File: src/rtl/seg_scan.sv
// seg_scan: multiplexed driver for an NDIG-digit common-anode 7-segment display.
// Optional build macro SEG_LZB_EN enables leading-zero blanking.
module seg_scan #(
    parameter int SCAN_DIV  = 50000,
    parameter int BLANK_CYC = 1000,
    parameter int NDIG      = 8
) (
    input  logic                  clk,
    input  logic                  rst,
    input  logic [4*NDIG-1:0]     data,
    input  logic [NDIG-1:0]       en,
    output logic [NDIG-1:0]       an,
    output logic [6:0]            seg
);

    localparam int CW = $clog2(SCAN_DIV);
    localparam int IW = (NDIG > 1) ? $clog2(NDIG) : 1;

    typedef enum logic {BLANK, SHOW} state_t;

    state_t              state, state_nxt;
    logic [CW-1:0]       cnt;
    logic [IW-1:0]       idx;
    logic [4*NDIG-1:0]   frame_data;
    logic [NDIG-1:0]     frame_en;
    logic                slot_end, blank_end, snap;
    logic [3:0]          nibble;
    logic [NDIG-1:0]     lzb_dark;
    logic [NDIG-1:0]     an_nxt;
    logic [6:0]          seg_nxt;

    function automatic logic [6:0] hex7(input logic [3:0] v);
        case (v)
            4'h0: hex7 = 7'b1000000;
            4'h1: hex7 = 7'b1111001;
            4'h2: hex7 = 7'b0100100;
            4'h3: hex7 = 7'b0110000;
            4'h4: hex7 = 7'b0011001;
            4'h5: hex7 = 7'b0010010;
            4'h6: hex7 = 7'b0000010;
            4'h7: hex7 = 7'b1111000;
            4'h8: hex7 = 7'b0000000;
            4'h9: hex7 = 7'b0010000;
            4'hA: hex7 = 7'b0001000;
            4'hB: hex7 = 7'b0000011;
            4'hC: hex7 = 7'b1000110;
            4'hD: hex7 = 7'b0100001;
            4'hE: hex7 = 7'b0000110;
            default: hex7 = 7'b0001110;
        endcase
    endfunction

    assign slot_end  = (cnt == CW'(SCAN_DIV - 1));
    assign blank_end = (cnt == CW'(BLANK_CYC - 1));
    // Snapshot at the first cycle of every frame, so a frame never mixes old and new data.
    assign snap      = (state == BLANK) && (idx == '0) && (cnt == '0);
    assign nibble    = frame_data[{idx, 2'b00} +: 4];

    always_ff @(posedge clk or posedge rst) begin
        if (rst) begin
            state      <= BLANK;
            cnt        <= '0;
            idx        <= '0;
            frame_data <= '0;
            frame_en   <= '0;
        end else begin
            state <= state_nxt;
            cnt   <= slot_end ? '0 : cnt + CW'(1);
            if (state == SHOW && slot_end)
                idx <= (idx == IW'(NDIG - 1)) ? '0 : idx + IW'(1);
            if (snap) begin
                frame_data <= data;
                frame_en   <= en;
            end
        end
    end

    always_comb begin
        state_nxt = state;
        case (state)
            BLANK:   if (blank_end) state_nxt = SHOW;
            SHOW:    if (slot_end)  state_nxt = BLANK;
            default: state_nxt = BLANK;
        endcase
    end

`ifdef SEG_LZB_EN
    // Digit i goes dark when it and every higher nibble are zero; digit 0 is exempt.
    always_comb begin
        lzb_dark = '0;
        for (int i = 1; i < NDIG; i++)
            lzb_dark[i] = ((frame_data >> (4 * i)) == '0);
    end
`else
    assign lzb_dark = '0;
`endif

    always_comb begin
        an_nxt  = '1;
        seg_nxt = 7'h7F;
        if (state == SHOW && frame_en[idx] && !lzb_dark[idx]) begin
            an_nxt  = ~(NDIG'(1) << idx);
            seg_nxt = hex7(nibble);
        end
    end

    always_ff @(posedge clk or posedge rst) begin
        if (rst) begin
            an  <= '1;
            seg <= 7'h7F;
        end else begin
            an  <= an_nxt;
            seg <= seg_nxt;
        end
    end

endmodule

File: config.mk
export PLATFORM = sky130hd
export DESIGN_NAME = seg_scan
export DESIGN_NICKNAME = d
export VERILOG_FILES = /design/src/rtl/seg_scan.sv
export SDC_FILE = /design/constraint.sdc
export NUM_CORES = 1
export LEC_CHECK = 0
export CORE_MARGIN = 2
export CORE_UTILIZATION = 48
export CTS_CLUSTER_DIAMETER = 200
export CTS_CLUSTER_SIZE = 28
export DETAILED_ROUTE_END_ITERATION = 10
export PLACE_DENSITY = 0.74
export SYNTH_ARGS = -nofsm -noshare
export SYNTH_HDL_FRONTEND = slang
export SYNTH_SLANG_ARGS = --single-unit
File: constraint.sdc
create_clock -name clk -period 2.26 [get_ports clk]
set_clock_uncertainty 0.15 [all_clocks]
set_input_delay 0.226 -clock clk [delete_from_list [all_inputs] [get_ports clk]]
set_output_delay 0.226 -clock clk [all_outputs]
set_load 0.02 [all_outputs]
==> metrics.txt <==
worst vdd ir ~0.00042 V; CP delay by family, top multiplexers; Yosys cell types between 40 and 50; Synth area leader dfrtp_1; nets@finish just over 400; ys async rst share 100%; # DRC 0; GP Congestion about 0.8; reg2reg end seg[6]; Worst setup SP type flip-flop; Syn Area/Cell 13.1 µm²; Setup CP Type reg2reg; status completed; DRT Pass-1 Iters 6; initial antenna violation count 0; Worst slew margin between 70% and 80%; design area 4670 µm²; Hold-fix buffers, CTS 0; Reg clk slew, reported paths ~0.08 ns; H-tree levels 3; number of synthesized flops with an enable pin 0; Worst setup EP type flip-flop; first-pass GRT wire length approximately 11 mm; static leakage approximately 2.0 nW; share of cells above drive strength 1 between 30% and 40%; grt total ovfl 0; RSZ-0062 raised after global routing false; fin. max-slew vios 0; Ports between 50 and 60; DRT iter0 DRCs 98; slowest CP cell mux4_2; CTS Buf Count 9; Slew @ Worst Pin around 0.42 ns; Buf/Inv on CP 1; critical path launch point idx[0]; pin count of the biggest net entering global routing 76; Post-Syn Instances around 280; synth warn 0; Die Ht 90.6 µm; max-capacitance violation count 0; R2R Path Start idx[0]; R2R depth 6; Final Routed Wirelength 7.05 mm; f_max between 400 and 500 MHz; gr usage total 17.4%; Die X 90.6 µm; Hold Slack approximately 0.15 ns; fin crit share a little over nine tenths; worst-path cell chain buf_6 -> mux4_2 -> mux2_4 -> ha_1 -> mux2i_1 -> o221ai_1; initial core utilization 49.7%; Core Rows 31; most common cell after layout, fill and taps aside dfrtp_1; die area 8210 µm²; final hold violation count 0; syn_nets 332; vias in the first global route 2359; # diodes 0; min-delay worst type in2async; hpwl dp about 4.8 mm; commonest non-fill, non-tap cells in the layout dfrtp_1 (60), clkdlybuf4s50_1 (56), mux2_2 (40), nand2_1 (23), dfstp_2 (15); #FFs+latches synth 75; reg2reg setup slack 0.06 ns; setup violators final 0; clk root buf clkbuf_8; Port Buf Inserts 56; Worst path max stage delay roughly 0.52 ns; crit path max fanout 5; clock sink count 75; Post-Syn Area approximately 3600 µm²; register area share after synthesis 52.6%; top cells by area, synth dfrtp_1 (42%), mux2_2 (13%), dfstp_2 (11%), mux4_1 (5.1%), ha_1 (4.9%); DR vias/cell approximately 5.2; vias post-DR 2346; P per Cell Area about 590 nW/µm²; Top FF cell, synth dfrtp_1; Area Growth Syn to Fin 29.6%; worst-skew pair later-pin latency 0.34 ns; WP data required 2.35 ns; core area approximately 7300 µm²; DR WL/cell between 15 and 20 µm; WP data arrival 2.28 ns; clk buf depth 2; Cell Area, Placed approximately 4400 µm²; CTS tree yes; Yosys top cell area share between 40% and 50%; post-route ant nets 0; Final Critical Period ~2.2 ns
## stage by stage
step	setup WS (ns)	instances	power, mW	setup TNS [ns]	utilization, %
6_report	0.0642	455	2.74	0	64.4
5_1_grt	0.00448	455	2.85	0	64.4
4_1_cts	0.00258	452	2.76	0	63.6
3_5_place_dp	-0.0754	435	1.62	-0.112	60.1
3_3_place_gp	0.00866	435	1.61	0	60.1
2_1_floorplan	-0.0475	276	1.51	-0.0841	-
## state kept, by name, indices dropped and copies added, names as in the netlist
name and flops:
an 8, cnt 16, frame_data 32, frame_en 8, idx 3, seg 7
state 1
## worst max path at each step
stage,end,slack [ns],cells after the start
after floorplan,seg[1],-0.05,7
after global placement,seg[3],0.009,7
after detailed placement,seg[1],-0.08,7
after CTS,seg[3],0.003,8
after global routing,seg[5],0.004,8
final,seg[6],0.06,6
## what timing repair did
action | CTS | global route
resized for setup | 4 | 12
pin swaps | 0 | 4
hold endpoints to repair | 0 | 0
endpoints found under the setup margin | 4 | 46
setup buffers | 2 | 1
gates cloned | 0 | 2
## power breakdown
group / switching [mW] / internal [mW] / leakage [nW]
Combinational: 0.0844 / 0.129 / 0.960
Clock: 0.487 / 0.642 / 0.108
Sequential: 0.0189 / 1.38 / 0.889
Total: 0.591 / 2.15 / 1.96
## routing by layer
layer / wire length, µm / GRT usage [%] / vias to the layer above
met5: 0 / 0 / -
met4: 81 / 7.44 / 0
met3: 241 / 4.42 / 6
met2: 3340 / 26.2 / 50
met1: 3380 / 23.9 / 1163
li1: - / - / 1127
## worst register-to-register path, cell delays in order (launching register included)
cell and delay (ns):
dfrtp_1 0.36, buf_6 0.14, mux4_2 0.52, mux2_4 0.33, ha_1 0.24, mux2i_1 0.19, o221ai_1 0.16
## layout make-up
cell class                 instances  area, µm²
fill                             558       2580
timing repair buffer              76        767
multi-input combinational        178       1620
inverter                          12       51.3
sequential                        75       1900
tap                               99        124
clock inverter                     5       77.6
clock buffer                      10        138
## Yosys cell counts (all sizes together), types with 3 or more instances
master / instances
nor2b: 3
mux4: 8
inv: 11
ha: 14
dfstp: 15
a21oi: 3
o221ai: 5
nand2: 23
nor3: 3
xor2: 7
mux2: 44
o21ai: 4
and3: 4
xnor2: 6
dfrtp: 60
mux2i: 9
nor2: 14
buf: 10
nand4: 3
nand3: 7
## kinds of logic (layout without fill, tap and decap cells)
kind of cell | count (synthesis) | in the layout | share of synthesized area, %
adders and majority gates | 14 | 14 | 4.86
and+or+nand+nor | 71 | 71 | 9.83
DFF | 75 | 75 | 52.6
xor gates and xnor gates | 13 | 13 | 3.16
buffers and inverters | 23 | 103 | 3.26
AOI/OAI and AO/OA | 19 | 19 | 4.17
muxes | 61 | 61 | 22.1
Power figures use the tool's default switching activity.
